==> src/rtl/max7219_chain_driver.sv <==
// Serial driver for a daisy-chain of MAX7219 LED controllers: runs the power-up
// initialisation, then refreshes all digits on a ready/update handshake.
module max7219_chain_driver #(
  parameter int DEVICES = 1,
  parameter int CLK_DIV = 4
) (
  input  logic                   clk,
  input  logic                   reset,
  input  logic [DEVICES*64-1:0]  data,
  input  logic                   raw_mode,
  input  logic [3:0]             intensity,
  input  logic                   update,
  output logic                   ready,
  output logic                   spi_clk,
  output logic                   spi_do,
  output logic                   spi_cs
);
  localparam int B  = DEVICES * 16;
  localparam int HW = (CLK_DIV > 1) ? $clog2(CLK_DIV) : 1;
  localparam logic [HW-1:0] H_LAST = HW'(CLK_DIV - 1);
  localparam logic [6:0]    B_LAST = 7'(B - 1);

  localparam logic [1:0] M_INIT = 2'd0, M_IDLE = 2'd1, M_CFG = 2'd2, M_DIGITS = 2'd3;
  localparam logic [2:0] P_START = 3'd0, P_SHIFT = 3'd1, P_TAIL = 3'd2, P_GAP = 3'd3,
                         P_IDLE = 3'd4;

  logic [1:0]            mode;
  logic [2:0]            idx;
  logic [2:0]            phase;
  logic [HW-1:0]         hcnt;
  logic [6:0]            bcnt;
  logic [B-2:0]          sreg;
  logic                  need_dec, need_int;
  logic [DEVICES*64-1:0] snap_data;
  logic                  snap_raw, sent_raw;
  logic [3:0]            snap_int, sent_int;

  logic                  accept, gap_end, start, finish;
  logic [1:0]            nmode;
  logic [2:0]            nidx;
  logic                  use_raw, dec_pend, int_pend;
  logic [3:0]            use_int;
  logic [DEVICES*64-1:0] use_data;
  logic [3:0]            addr;
  logic [7:0]            val;
  logic [B-1:0]          word;

  // Next-frame selection; an accepted update starts its first frame on the same edge
  always_comb begin
    accept   = (phase == P_IDLE) && ready && update;
    gap_end  = (phase == P_GAP) && (hcnt == H_LAST);
    use_raw  = accept ? raw_mode  : snap_raw;
    use_int  = accept ? intensity : snap_int;
    use_data = accept ? data      : snap_data;
    dec_pend = accept ? (raw_mode != sent_raw)  : need_dec;
    int_pend = accept ? (intensity != sent_int) : need_int;
    start  = 1'b0;
    finish = 1'b0;
    nmode  = mode;
    nidx   = 3'd0;
    if (phase == P_START) begin
      start = 1'b1;
      nmode = M_INIT;
    end else if (accept) begin
      start = 1'b1;
      nmode = (dec_pend || int_pend) ? M_CFG : M_DIGITS;
    end else if (gap_end) begin
      case (mode)
        M_INIT:   if (idx != 3'd4) begin start = 1'b1; nidx = 3'(idx + 3'd1); end
                  else finish = 1'b1;
        M_CFG:    begin start = 1'b1; nmode = (dec_pend || int_pend) ? M_CFG : M_DIGITS; end
        M_DIGITS: if (idx != 3'd7) begin start = 1'b1; nidx = 3'(idx + 3'd1); end
                  else finish = 1'b1;
        default:  finish = 1'b1;
      endcase
    end
    addr = 4'h0;
    val  = 8'h00;
    case (nmode)
      M_INIT: begin
        case (nidx)
          3'd0:    begin addr = 4'hC; val = 8'h01; end
          3'd1:    begin addr = 4'hF; val = 8'h00; end
          3'd2:    begin addr = 4'hB; val = 8'h07; end
          3'd3:    begin addr = 4'h9; val = raw_mode ? 8'h00 : 8'hFF; end
          default: begin addr = 4'hA; val = {4'h0, intensity}; end
        endcase
      end
      M_CFG: begin
        if (dec_pend) begin addr = 4'h9; val = use_raw ? 8'h00 : 8'hFF; end
        else          begin addr = 4'hA; val = {4'h0, use_int}; end
      end
      default: addr = {1'b0, nidx} + 4'd1;
    endcase
    word = '0;
    for (int d = 0; d < DEVICES; d++)
      word[d*16 +: 16] = {4'h0, addr,
                          (nmode == M_DIGITS) ? use_data[d*64 + 8*int'(nidx) +: 8] : val};
  end

  always_ff @(posedge clk) begin
    if (reset) begin
      mode     <= M_INIT;
      idx      <= 3'd0;
      phase    <= P_START;
      hcnt     <= '0;
      bcnt     <= 7'd0;
      spi_cs   <= 1'b1;
      spi_clk  <= 1'b0;
      spi_do   <= 1'b0;
      ready    <= 1'b0;
      need_dec <= 1'b0;
      need_int <= 1'b0;
    end else if (start) begin
      mode    <= nmode;
      idx     <= nidx;
      phase   <= P_SHIFT;
      hcnt    <= '0;
      bcnt    <= 7'd0;
      spi_cs  <= 1'b0;
      spi_clk <= 1'b0;
      spi_do  <= word[B-1];
      ready   <= 1'b0;
      if (nmode == M_CFG) begin
        need_dec <= 1'b0;
        need_int <= dec_pend && int_pend;
      end
    end else if (finish) begin
      mode  <= M_IDLE;
      phase <= P_IDLE;
      ready <= 1'b1;
    end else begin
      case (phase)
        P_SHIFT: begin
          if (hcnt == H_LAST) begin
            hcnt <= '0;
            if (!spi_clk) begin
              spi_clk <= 1'b1;
            end else begin
              spi_clk <= 1'b0;
              if (bcnt == B_LAST) begin
                phase  <= P_TAIL;
                spi_do <= 1'b0;
              end else begin
                bcnt   <= bcnt + 7'd1;
                spi_do <= sreg[B-2];
              end
            end
          end else begin
            hcnt <= hcnt + HW'(1);
          end
        end
        P_TAIL: begin
          if (hcnt == H_LAST) begin
            hcnt   <= '0;
            spi_cs <= 1'b1;
            phase  <= P_GAP;
          end else begin
            hcnt <= hcnt + HW'(1);
          end
        end
        P_GAP:   hcnt <= hcnt + HW'(1);
        default: ;
      endcase
    end
  end

  // Datapath: shift register, update snapshot and last-sent configuration
  always_ff @(posedge clk) begin
    if (start)
      sreg <= word[B-2:0];
    else if (phase == P_SHIFT && hcnt == H_LAST && spi_clk)
      sreg <= {sreg[B-3:0], 1'b0};
    if (accept) begin
      snap_data <= data;
      snap_raw  <= raw_mode;
      snap_int  <= intensity;
      sent_raw  <= raw_mode;
      sent_int  <= intensity;
    end else if (finish && mode == M_INIT) begin
      sent_raw <= raw_mode;
      sent_int <= intensity;
    end
  end
endmodule

==> config.mk <==
export PLATFORM = sky130hd
export DESIGN_NAME = max7219_chain_driver
export DESIGN_NICKNAME = d
export VERILOG_FILES = /design/src/rtl/max7219_chain_driver.sv
export SDC_FILE = /design/constraint.sdc
export NUM_CORES = 1
export LEC_CHECK = 0
export ABC_CLOCK_PERIOD_IN_PS = 6200
export CAP_MARGIN = 25
export CORE_MARGIN = 10
export CORE_UTILIZATION = 30
export CTS_CLUSTER_DIAMETER = 80
export DETAILED_ROUTE_END_ITERATION = 16
export SETUP_SLACK_MARGIN = 0.02
export SLEW_MARGIN = 10
export SYNTH_ARGS = -nofsm -noshare
export SYNTH_HDL_FRONTEND = slang
export SYNTH_SLANG_ARGS = --single-unit
==> constraint.sdc <==
create_clock -name clk -period 6.2 [get_ports clk]
set_input_delay 1.24 -clock clk [delete_from_list [all_inputs] [get_ports clk]]
set_output_delay 1.24 -clock clk [all_outputs]
set_load 0.05 [all_outputs]
==> results.yml <==
floorplan:
  die_y_um: 149
  initial_core_util_pct: 30.5
  dieArea_um2: 22300
  die_w_um: 149
  num_io_pins: 76
  rows: 47
  core_area_um2: 16500
clocking:
  root_buffer: "clkbuf_16"
  cts_setup_buffers: 0
  cts_tree: "yes"
  htree_levels: 3
  holdBufCountCts: 0
  numCtsBuffers: 9
  clk_pin_slew_ns: 0.07
  clockBufferDepth: 2
  post_cts_resized: 0
  insertion_delay_ns: 0.35
  cts_sinks: 110
yosys:
  synth_common_cells: "93 x dfxtp_1, 75 x mux2_2, 35 x nor2_1, 24 x nand2_1, 23 x mux2i_1"
  synth_top_area_share_pct: 37.1
  yosysMostFrequentCell: "dfxtp_1"
  syn-num-nets: 539
  yosysTopAreaCell: "dfxtp_1"
  yosysUniqueCellTypes: 58
  synth_area_leaders: "dfxtp_1 37%, mux2_2 17%, edfxtp_1 10%, mux2i_1 4.6%, ha_1 3.5%"
  yosysWarnings: 0
  synthMuxAreaShare_pct: 22.6
  syn_area_um2: 5010
  yosys.area_share.adder_pct: 3.69
  synth.yosys.seq_area_share_pct: 47.3
  synth-xor-area-share_pct: 2.10
  synth-main-ff-cell: "dfxtp_1"
  async_flop_share_pct: 0
  synth_compound_area_share_pct: 10.7
  synth_top_family_by_area: "multiplexers"
  yosys.area_share.simple_pct: 10.4
  syn_inst: 453
  syn_avg_cell_area_um2: 11.1
  ys_seq_elements: 110
  synth-edff-count: 17
status:
  status: "completed"
global_routing:
  grt_use_total_pct: 11.2
  grt_pass1_vias: 3771
  grt_antenna_before_repair: 0
  grt_pass1_wl_mm: 19.8
  grt_max_degree: 33
  grt-ovfl-total: 0
placed_design:
  hpwl_mm: 9.12
  dpl_worst_slack_ns: 1.70
  globalplace.congestion: 0.824
  numPortBuffers: 75
route:
  vias: 3660
  dr.first_iter.drc_count: 170
  met3_length_um: 657
  met1_length_mm: 5.64
  firstDrtPassIters: 4
  wire_per_inst_um: 16.5
  drc: 0
  highest_layer: "met4"
  wl_met2_mm: 5.80
  drt_wl_total_mm: 12.3
  viasPerCell: 4.89
  ant_nets: 0
timing:
  finClkSkew_ns: 0.00680
  period_needed_ns: 4.10
  setup_viol_count_final: 0
  finalHoldViolCount: 0
  finalSetupTns_ns: 0
  setup_slack_ns: 2.10
  timing.fmax_mhz: 244
  max-slew-margin-rel_pct: 45.1
  rsz0062_at_grt: "false"
  slew_violations: 0
  min_period_over_period_pct: 66.1
  tightest_slew_ns: 0.821
final_layout:
  finalNetCount: 609
  multi_input_comb_area_um2: 2490
  fillers: 1642
  synthToLayoutAreaGrowth_pct: 24.5
  insertedDiodeCount: 0
  drive_gt1_share_pct: 20.3
  seq_area_um2: 2370
setup_path:
  critPathMaxFanout: 32
  path_cells: "clkdlybuf4s50_1, and4bb_4, nand2_2, buf_4, mux2_2, mux2_2, a221o_1, o221a_2"
  cp_common_cell: "mux2_2"
  crit_path_top_delay_cell: "nand2_2"
  worst_setup_path_end_kind: "flip-flop"
  worstPathArrival_ns: 4.21
  crit_path_start_kind: "input port"
  crit_type: "in2reg"
  critPathRequiredTime_ns: 6.31
  cpPeakStageDelay_ns: 0.59
power_and_ir_drop:
  power_density_nw_per_um2: 224
  leakage_nw: 2.43
  peakVddDrop_uv: 126
hold_path:
  hold_path_class: "reg2reg"
flow_run:
  drv_cap: 0
cell usage in the layout, fill, tap and decap left out, types with 3 or more instances in the layout:
cell	synthesis	routed
a21oi_1	18	18
edfxtp_1	17	17
xnor2_1	8	8
a221o_1	6	6
a31oi_1	7	7
nand2_1	24	24
nor2_1	35	35
buf_4	2	4
dfxtp_1	93	93
mux2i_1	23	23
inv_1	8	8
nand3_1	12	12
ha_1	14	14
nor3_1	12	12
inv_2	3	3
nand4_1	4	4
xor2_1	4	4
clkbuf_16	0	9
clkdlybuf4s50_1	0	75
mux2_2	75	75
nor2b_1	3	3
nand4b_1	3	3
o21ai_0	13	13
o22ai_1	7	7
nand2b_1	3	3
mux2_4	4	4
sequential cells by signal, summed over array words and instances (netlist names):
| register | count |
|---|---|
| bcnt | 7 |
| hcnt | 2 |
| idx | 3 |
| mode | 2 |
| need_int | 1 |
| phase | 3 |
| ready | 1 |
| sent_int | 4 |
| sent_raw | 1 |
| snap_data | 64 |
| snap_int | 4 |
| spi_clk | 1 |
| spi_cs | 1 |
| spi_do | 1 |
| sreg | 15 |
layer usage:
metal  global-route usage (%)  vias up
met1                     14.3     1750
li1                         -     1810
met3                     2.58       14
met2                     17.6       86
met4                     5.25        0
met5                        0        -
critical path, delay by kind of cell:
| family | cells | cell delay (ns) |
|---|---|---|
| compound gates | 2 | 0.58 |
| buf+inv | 2 | 0.90 |
| mux | 2 | 0.65 |
| simple gates | 2 | 0.83 |
stage by stage:
stage / power, mW / instances / util, % / hold WS, ns / area (um2)
final: 1.40 / 748 / 37.9 / 0.458 / 6240
after global routing: 1.44 / 748 / 37.9 / 0.482 / 6240
after CTS: 1.41 / 748 / 37.9 / 0.458 / 6240
after detailed placement: 0.846 / 732 / 36.2 / 0.451 / 5960
after global placement: 0.845 / 732 / 36.2 / 0.444 / 5960
after floorplan: 0.786 / 453 / - / 0.436 / 5010
final cells by class:
cell class                      instances  area share [%]
Inverter                               11           0.662
Tap cell                              220            4.41
Clock inverter                          5           0.782
Timing Repair Buffer                   79            12.5
Multi-Input combinational cell        312            39.9
Sequential cell                       110            38.0
Clock buffer                           11            3.73
path summary, 6_finish.rpt:
path	start	end	slack, ns	depth (start not counted)
max reg2reg	mode[0]	sreg[1]	2.57	12
max	update	sreg[4]	2.10	8
min	sreg[12]	sreg[12]	0.46	2
min reg2reg	sreg[12]	sreg[12]	0.46	2
cell families (layout without fill, tap and decap cells):
logic type	count (synthesis)	count (layout)
AOI/OAI and AO/OA	77	77
xor gates and xnor gates	12	12
adders and majority gates	15	15
buffers and inverters	31	106
DFF	110	110
muxes	102	102
and+or+nand+nor	106	106
power by group:
part	total (mW)	internal [mW]	leakage, nW	switching (mW)
Sequential	0.740	0.735	0.917	0.00506
Combinational	0.0889	0.0530	1.38	0.0360
Clock	0.568	0.311	0.139	0.257
(Power assumes the default switching activity.)
